[config.mk]
export PLATFORM = sky130hd
export DESIGN_NAME = seg7_scan_driver_flat
export DESIGN_NICKNAME = d
export VERILOG_FILES = /design/src/rtl/seg7_scan_if.sv /design/src/rtl/seg7_scan_driver.sv /design/src/flat_wrapper.sv
export SDC_FILE = /design/constraint.sdc
export NUM_CORES = 1
export LEC_CHECK = 0
export CAP_MARGIN = 20
export CORE_ASPECT_RATIO = 2
export CORE_MARGIN = 3
export CORE_UTILIZATION = 45
export DETAILED_ROUTE_END_ITERATION = 16
export PLACE_DENSITY_LB_ADDON = 0.1
export SLEW_MARGIN = 20
export SYNTH_ARGS = -nofsm -noshare
export SYNTH_HDL_FRONTEND = slang
export SYNTH_SLANG_ARGS = --single-unit
[constraint.sdc]
create_clock -name clk -period 2.4 [get_ports clk]
set_input_delay 0.24 -clock clk [delete_from_list [all_inputs] [get_ports clk]]
set_output_delay 0.24 -clock clk [all_outputs]
set_load 0.02 [all_outputs]
[src/rtl/seg7_scan_if.sv]
// seg7_scan_if: digit-in / segment-out bundle for seg7_scan_driver.
//   sel      slot select (same source as the accumulator's select)
//   digit_in accumulator output, lags sel by one cycle
//   seg      segments {g,f,e,d,c,b,a}, active-low
//   an       digit anodes, active-low, an[0] = slot 0
// master: the accumulator/display side that drives sel/digit_in.
// slave:  the scan driver.
interface seg7_scan_if;
  logic       sel;
  logic [3:0] digit_in;
  logic [6:0] seg;
  logic [1:0] an;

  modport master (output sel, digit_in, input  seg, an);
  modport slave  (input  sel, digit_in, output seg, an);
endinterface

[src/rtl/seg7_scan_driver.sv]
// seg7_scan_driver: two-digit multiplexed common-anode 7-segment driver.
// Shadows the accumulator's two slots (digit_in lags sel by one cycle, so
// captures are steered by the registered select), scans both digits with
// one dead-time cycle per slot, and decodes hex to active-low segments.
//
// Ports:
//   clk    system clock
//   rst_n  asynchronous active-low reset
//   bus    seg7_scan_if.slave (sel, digit_in in; seg, an out, registered)
//
// Parameters:
//   REFRESH_DIV  cycles per digit slot including the dead cycle (>= 2)
//   BLINK_DIV    scan periods per blink half-phase (>= 1), blink build only
//
// Build option: define DISP_BLINK_EN to blank the currently selected digit
// on alternate blink half-phases. Without it both digits are always lit.
module seg7_scan_driver #(
  parameter int REFRESH_DIV = 50000,
  parameter int BLINK_DIV   = 16
) (
  input  logic       clk,
  input  logic       rst_n,
  seg7_scan_if.slave bus
);

  localparam int              CW       = $clog2(REFRESH_DIV);
  localparam logic [CW-1:0]   CNT_LAST = CW'(REFRESH_DIV - 1);

  logic [CW-1:0]   cnt;
  logic            idx;
  logic            sel_q;
  logic [1:0][3:0] slot;
  logic            phase;
  logic            dead;
  logic [6:0]      seg_q, seg_d;
  logic [1:0]      an_q, an_d;

  function automatic logic [6:0] dec7(input logic [3:0] d);
    case (d)
      4'd0:    dec7 = 7'h40;
      4'd1:    dec7 = 7'h79;
      4'd2:    dec7 = 7'h24;
      4'd3:    dec7 = 7'h30;
      4'd4:    dec7 = 7'h19;
      4'd5:    dec7 = 7'h12;
      4'd6:    dec7 = 7'h02;
      4'd7:    dec7 = 7'h78;
      4'd8:    dec7 = 7'h00;
      4'd9:    dec7 = 7'h10;
      default: dec7 = 7'h3F;  // out-of-range digit shows a dash
    endcase
  endfunction

  assign dead = (cnt == CNT_LAST);

  // Scan, slot shadow and output registers. digit_in belongs to the slot
  // selected one cycle earlier, hence the write index is sel_q, not sel.
  always_ff @(posedge clk or negedge rst_n) begin
    if (!rst_n) begin
      cnt   <= '0;
      idx   <= 1'b0;
      sel_q <= 1'b0;
      slot  <= '0;
      seg_q <= 7'h7F;
      an_q  <= 2'b11;
    end else begin
      sel_q       <= bus.sel;
      slot[sel_q] <= bus.digit_in;
      cnt         <= dead ? '0 : cnt + CW'(1);
      if (dead) idx <= ~idx;
      seg_q       <= seg_d;
      an_q        <= an_d;
    end
  end

`ifdef DISP_BLINK_EN
  localparam int            BW         = (BLINK_DIV > 1) ? $clog2(BLINK_DIV) : 1;
  localparam logic [BW-1:0] BLINK_LAST = BW'(BLINK_DIV - 1);

  logic [BW-1:0] bcnt;

  // Advances once per full scan period (idx wrapping 1 -> 0).
  always_ff @(posedge clk or negedge rst_n) begin
    if (!rst_n) begin
      bcnt  <= '0;
      phase <= 1'b0;
    end else if (dead && idx) begin
      if (bcnt == BLINK_LAST) begin
        bcnt  <= '0;
        phase <= ~phase;
      end else begin
        bcnt  <= bcnt + BW'(1);
      end
    end
  end
`else
  assign phase = 1'b0;
`endif

  // Next outputs from pre-edge state; dead cycle keeps both anodes off so
  // the segment change never ghosts onto the neighbouring digit.
  always_comb begin
    an_d  = dead ? 2'b11 : ~(2'b01 << idx);
    seg_d = (phase && (idx == sel_q)) ? 7'h7F : dec7(slot[idx]);
  end

  assign bus.seg = seg_q;
  assign bus.an  = an_q;

endmodule

[src/flat_wrapper.sv]
// flat-port wrapper written by rule: the top's interface ports become plain ports
module seg7_scan_driver_flat 
#(
  parameter int REFRESH_DIV = 50000,
  parameter int BLINK_DIV   = 16
)
  (clk, rst_n, bus_sel, bus_digit_in, bus_seg, bus_an);
  seg7_scan_if bus_i ();
  input  logic clk;
  input  logic rst_n;
  input wire logic [$bits(bus_i.sel)-1:0] bus_sel;
  input wire logic [$bits(bus_i.digit_in)-1:0] bus_digit_in;
  output wire logic [$bits(bus_i.seg)-1:0] bus_seg;
  output wire logic [$bits(bus_i.an)-1:0] bus_an;
  assign bus_i.sel = bus_sel;
  assign bus_i.digit_in = bus_digit_in;
  assign bus_seg = bus_i.seg;
  assign bus_an = bus_i.an;
  seg7_scan_driver #(.REFRESH_DIV(REFRESH_DIV), .BLINK_DIV(BLINK_DIV)) u_core (.clk(clk), .rst_n(rst_n), .bus(bus_i));
endmodule
==> results of run 1 <==
## state kept, by name (all words and copies together), names as in the netlist
signal,flops
u_core.sel_q,1
u_core.cnt,16
u_core.idx,1
u_core.bus.an,2
u_core.slot,8
u_core.bus.seg,7
## power groups by stage
stage	sequential [W]	combinational (W)	clock [W]
after floorplan	0.000686	0.0000693	0
after global placement	0.000663	0.000164	0
after detailed placement	0.000664	0.000165	0
after CTS	0.000654	0.000167	0.000436
after global routing	0.000657	0.000182	0.000460
final	0.000653	0.000164	0.000417
## cells by family after synthesis
group,after synthesis,share of synthesized area
AO/OA/AOI/OAI,8,0.0276
XOR/XNOR,15,0.0805
adder cells (fa/ha/maj),6,0.0460
buffers and inverters,7,0.0238
flip-flops,35,0.543
multiplexers,14,0.103
AND/OR/NAND/NOR,49,0.175
## cell usage after synthesis (2+ instances only)
cell / instances
sky130_fd_sc_hd__dfrtp_1: 26
sky130_fd_sc_hd__nor2_1: 12
sky130_fd_sc_hd__dfstp_2: 9
sky130_fd_sc_hd__mux2_2: 9
sky130_fd_sc_hd__nor3_1: 8
sky130_fd_sc_hd__xor2_1: 8
sky130_fd_sc_hd__nand2_1: 7
sky130_fd_sc_hd__xnor2_1: 7
sky130_fd_sc_hd__ha_1: 6
sky130_fd_sc_hd__nand3_1: 5
sky130_fd_sc_hd__a21oi_1: 4
sky130_fd_sc_hd__inv_1: 3
sky130_fd_sc_hd__mux2i_1: 3
sky130_fd_sc_hd__nand4_1: 3
sky130_fd_sc_hd__and4_1: 2
sky130_fd_sc_hd__nor2_2: 2
sky130_fd_sc_hd__o21ai_0: 2
## worst max-delay path by stage
stage | to | cells past startpoint | from | slack (ps)
floorplan | u_core.bus.seg[5]$_DFF_PN1_ | 6 | u_core.idx$_DFFE_PN0N_ | 890
CTS | u_core.bus.seg[5]$_DFF_PN1_ | 5 | u_core.idx$_DFFE_PN0N_ | 550
global route | u_core.bus.seg[5]$_DFF_PN1_ | 5 | u_core.idx$_DFFE_PN0N_ | 340
detailed placement | u_core.bus.seg[5]$_DFF_PN1_ | 5 | u_core.idx$_DFFE_PN0N_ | 560
global placement | u_core.bus.seg[5]$_DFF_PN1_ | 5 | u_core.idx$_DFFE_PN0N_ | 690
finish | u_core.bus.seg[5]$_DFF_PN1_ | 5 | u_core.idx$_DFFE_PN0N_ | 550
## metrics by stage
stage	util	power, W
after floorplan	-	0.000755
after global placement	0.528	0.000827
after detailed placement	0.528	0.000829
after CTS	0.553	0.00126
after global routing	0.553	0.00130
final	0.553	0.00123
## area by class of cell
| cell class | instances | area [sq um] |
|---|---|---|
| Multi-Input combinational cell | 92 | 707 |
| Timing Repair Buffer | 16 | 158 |
| Fill cell | 320 | 1540 |
| Clock buffer | 6 | 82.6 |
| Tap cell | 48 | 60.1 |
| Sequential cell | 35 | 887 |
| Inverter | 3 | 11.3 |
| Clock inverter | 1 | 5.00 |
## routing by layer
layer	track usage	wire (um)	up-vias	share of wire
li1	-	-	496	-
met1	0.134	1040	494	0.38
met2	0.264	1530	14	0.56
met3	0.0394	82	8	0.030
met4	0.0974	98	0	0.036
met5	0	0	-	0
## worst max-delay path: stages (launching register included)
cell and delay [ps]:
sky130_fd_sc_hd__dfrtp_1 560, sky130_fd_sc_hd__mux2i_1 540, sky130_fd_sc_hd__inv_1 170, sky130_fd_sc_hd__ha_1 250, sky130_fd_sc_hd__nor3_1 190, sky130_fd_sc_hd__a21oi_1 60
==> metrics.txt, run 1 <==
power density normalized to cell area 646 nW/um^2; share of power burned in the clock network 0.338; layout cell share with drive strength beyond 1 0.216; Total Negative Setup Slacks 0 ps; unrepaired setup endpoints after global routing false; Design Area, Final 1910 sq um; cells taking the most area after synthesis sky130_fd_sc_hd__dfrtp_1 40%, sky130_fd_sc_hd__dfstp_2 14%, sky130_fd_sc_hd__mux2_2 6.2%, sky130_fd_sc_hd__ha_1 4.6%, sky130_fd_sc_hd__xor2_1 4.3%; total die area 4430 sq um; number of iterations in the first detailed-routing pass 4; critical path launch point type flip-flop; Worst Path Class, Setup flip-flop to flip-flop; number of DRC markers in iteration 0 17; row count 30; Worst Max-Slew Pin Slew 540 ps; CTS tree yes; Sw Pwr 0.000294 W; total DRC errors in the routed layout 0; half-perimeter wire length after detailed placement 1990 um; count of max-cap constraint violations 0; die boundary width 48.6 um; YS warnings 0; type of the most critical hold path input port to asynchronous set/reset pin; total nets after synthesis 147; result of the run finished, final reports clean; min setup slack post-route 547 ps; prevailing post-synth register cell sky130_fd_sc_hd__dfrtp_1; average wire per standard cell 13.7 um; net switching share of the total power 0.238; number of antenna violations at the first check in global routing 0; ANT nets after route 0; mapped cell area 1630 sq um; Post-CTS Repair Setup Buffers 0; part of the total power dissipated in sequential elements 0.529; number of I/O port buffers 15; number of buffers added to fix hold violations after cts 0; design internal power 0.000941 W; area growth from synthesis to layout 17.0%; largest net degree at the start of global routing 36; combinational group share of total power 0.133; number of flops mapped to enable cells by yosys 0; peak clock frequency supported by timing 0.540 GHz; vias in the first global route 1115; post-CTS resize count 0; wire length after detailed routing 2750 um; CTS Sinks 35; FF+latch count, synth 35; reg2reg path depth 5; worst slack at placement 557 ps; Max-slew headroom 0.630; first-pass GRT wire length 4850 um; ANT cells 0; H-Tree Depth 2; post-place instance area 1820 sq um; R2R Path End u_core.bus.seg[5]$_DFF_PN1_; initial cell density of the core 0.473; endpoint type of the worst setup path flip-flop; final period demand of the worst path 1850 ps; post-route worst hold slack 358 ps; Top Ports 16; syn_area_per_cell 12.2 sq um; static leakage 0.821 nW; number of hold-slack violations in the final timing report 0; crit-path max FO 7; most area-hungry cell type in the Yosys netlist sky130_fd_sc_hd__dfrtp_1; period utilization 0.772; Vias per Instance 5.03; number of nets in the layout 166; number of non-filler instances in the completed layout 201; Crit path arrival time 2050 ps; synthesized instance count 134; overall die height 91.2 um; area share of the largest cell type after synthesis 0.398; number of setup violations in the final report 0; worst skew pair latency 280 ps; Tot GR Track Use 0.144; Max VDD drop 0.602 mV; most common cell after layout, fill and taps aside sky130_fd_sc_hd__dfrtp_1; register area share after synthesis 0.543; skew final 7.17 ps; Synth cell types 35; max-slew violation count 0; commonest non-fill, non-tap cells in the layout 26 x sky130_fd_sc_hd__dfrtp_1, 15 x sky130_fd_sc_hd__clkdlybuf4s50_1, 12 x sky130_fd_sc_hd__nor2_1; required time of the critical path 2600 ps; GR Overflow Total 0; worst reg2reg path startpoint u_core.idx$_DFFE_PN0N_; total number of vias 1012; floorplan core area 3450 sq um; weighted congestion reported at the end of routability-driven placement 0.806; worst reg-to-reg setup slack 550 ps; clk slew on worst S/H paths 70 ps; total clock buffers created by CTS 5; ys async rst share 1.00; number of instances in the placed design 194; largest buffer count on any clock path 2; clock root cell sky130_fd_sc_hd__clkbuf_8
Note: power is estimated with default switching activity, not from simulation.
==> inputs of run 2 (changes only) <==
- clock period: 2.4 -> 1.53 ns (I/O delays scaled with it)
==> run 2 against run 1 <==
Worst setup slack got worse by 440 ps. Critical path depth unchanged. Clock power increased by 52%. Total power increased by 54%. First-iteration DRC count decreased by 24%. Cell area increased by 3.6%. Largest cell class unchanged.
==> metrics.txt, run 2 (same netlist as run 1, synthesis figures left out) <==
flip-flop count of the largest register after layout 16 (unchanged); critical path's largest stage delay 450 ps (-110 ps); initial cell density of the core 0.473 (unchanged); final period demand of the worst path 1420 ps (-429 ps); Vias per Instance 5.09 (+1.1%); floorplan core area 3450 sq um (unchanged); half-perimeter wire length after detailed placement 2160 um (+8.7%); overall die height 91.2 um (unchanged); post-layout power 0.00191 W (+54%); first-pass GRT wire length 5090 um (+5.0%); Slowest cell on crit path sky130_fd_sc_hd__dfrtp_2; Cell Chain, Critical Path mux2i_1, buf_4, ha_1, mux2_2, a21oi_1; number of buffers added to fix hold violations after cts 0 (unchanged); register with the most flip-flops u_core.cnt; min setup slack post-route 106 ps (-441 ps); worst reg-to-reg setup slack 110 ps (-440 ps); largest net degree at the start of global routing 36 (unchanged); average wire per standard cell 14.1 um (+3.1%); Max-slew headroom 0.710 (+0.0804); number of iterations in the first detailed-routing pass 4 (unchanged); number of DRC markers in iteration 0 13 (-4); total number of vias 1074 (+6.1%); number of antenna violations at the first check in global routing 0 (unchanged); count of max-cap constraint violations 0 (unchanged); number of I/O port buffers 15 (unchanged); clock root cell sky130_fd_sc_hd__clkbuf_8; Worst Path Class, Setup flip-flop to flip-flop; post-place instance area 1880 sq um (+3.3%); die boundary width 48.6 um (unchanged); family with the most delay on the worst path flip-flops; row count 30 (unchanged); number of hold-slack violations in the final timing report 0 (unchanged); power density normalized to cell area 963 nW/um^2 (+49%); Top Ports 16 (unchanged); Tot GR Track Use 0.154 (+0.00976); layout cell share with drive strength beyond 1 0.276 (+0.0604); Max VDD drop 0.922 mV (+53%); CTS Sinks 35 (unchanged); area growth from synthesis to layout 21.2%; number of setup violations in the final report 0 (unchanged); CTS tree yes; Total Negative Setup Slacks 0 ps (unchanged); endpoint type of the worst setup path flip-flop; ANT cells 0 (unchanged); post-route worst hold slack 270 ps (-88.1 ps); count of filler cells inserted in the layout 317 (-0.94%); clk slew on worst S/H paths 70 ps (about the same); period utilization 0.931 (+0.159); total die area 4430 sq um (unchanged); skew final 6.50 ps (-0.669 ps); wire length after detailed routing 2970 um (+8.2%); result of the run finished, final reports clean; ANT nets after route 0 (unchanged); H-Tree Depth 2 (unchanged); Design Area, Final 1980 sq um (+3.6%); Crit path arrival time 1640 ps (-410 ps); max-slew violation count 0 (unchanged); static leakage 0.870 nW (+6.0%); commonest non-fill, non-tap cells in the layout 25 x sky130_fd_sc_hd__dfrtp_1, 12 x sky130_fd_sc_hd__nor2_1; worst slack at placement 71.6 ps (-485 ps); total clock buffers created by CTS 5 (unchanged); Worst Max-Slew Pin Slew 435 ps (-105 ps); GR Overflow Total 0 (unchanged); total DRC errors in the routed layout 0 (unchanged); largest buffer count on any clock path 2 (unchanged); critical path launch point type flip-flop; worst skew pair latency 280 ps (about the same); most common cell after layout, fill and taps aside sky130_fd_sc_hd__dfrtp_1; type of the most critical hold path input port to asynchronous set/reset pin; required time of the critical path 1740 ps (-860 ps); count of buffer and inverter cells on the critical path 1 (unchanged); crit-path max FO 7 (unchanged); vias in the first global route 1178 (+5.7%); peak clock frequency supported by timing 0.702 GHz (+30%); weighted congestion reported at the end of routability-driven placement 0.867 (+7.6%); number of nets in the layout 175 (+5.4%)
[run 2: cell count changes in the layout (fill, tap and decap cells not counted), sizes merged]
cell	change
clkdlybuf4s50	-9
buf	+9
clkinv	-1
clkbuf	+2
dlygate4sd2	+9
[run 2: power breakdown]
part	switching, W	leakage (nW)	total [W]	internal (W)
clock	0.000310	0.0395	0.000633	0.000323
sequential	0.0000223	0.421	0.00102	0.000998
combinational	0.000139	0.410	0.000252	0.000113
total	0.000472	0.870	0.00191	0.00143
[run 2: path summary, 6_finish.rpt]
| kind | from | endpoint | cells after the start |
|---|---|---|---|
| setup reg to reg | u_core.idx$_DFFE_PN0N_ | u_core.bus.seg[5]$_DFF_PN1_ | 5 |
| setup / recovery | u_core.idx$_DFFE_PN0N_ | u_core.bus.seg[5]$_DFF_PN1_ | 5 |
| min in group clk | bus_sel | u_core.sel_q$_DFF_PN0_ | 1 |
| hold / removal | rst_n | u_core.cnt[15]$_DFF_PN0_ | 2 |
| max in group asynchronous | rst_n | u_core.bus.seg[2]$_DFF_PN1_ | 2 |
| hold reg to reg | u_core.slot[4]$_DFFE_PN0P_ | u_core.slot[4]$_DFFE_PN0P_ | 1 |
[run 2: final cells by class]
type | instances | area (sq um) | area share
Timing Repair Buffer | 25 | 218 | 0.110
Multi-Input combinational cell | 92 | 722 | 0.365
Inverter | 3 | 11.3 | 0.00569
Tap cell | 48 | 60.1 | 0.0303
Sequential cell | 35 | 888 | 0.449
Clock buffer | 8 | 80.1 | 0.0405
[run 2: stage by stage]
| step | utilization | cells |
|---|---|---|
| final | 0.573 | 211 |
| after global routing | 0.573 | 211 |
| after CTS | 0.565 | 210 |
| after detailed placement | 0.545 | 202 |
| after global placement | 0.545 | 202 |
| after floorplan | - | 134 |
[run 2: layer usage]
layer	vias up	global-route usage	wire, um	part of all wire
li1	514	-	-	-
met1	529	0.142	1080	0.36
met2	22	0.279	1670	0.56
met3	9	0.0394	92	0.031
met4	0	0.116	129	0.043
met5	-	0	0	0
[run 2: what timing repair did]
item,CTS,global route
gates resized for setup,9,6
endpoints found under the setup margin,9,6
setup buffers,0,1
==> inputs of run 3 (changes only) <==
- ABC_CLOCK_PERIOD_IN_PS: unset -> 1530
==> results of run 3 <==
No change in the layout: final DEF, timing and power equal those of run 2.
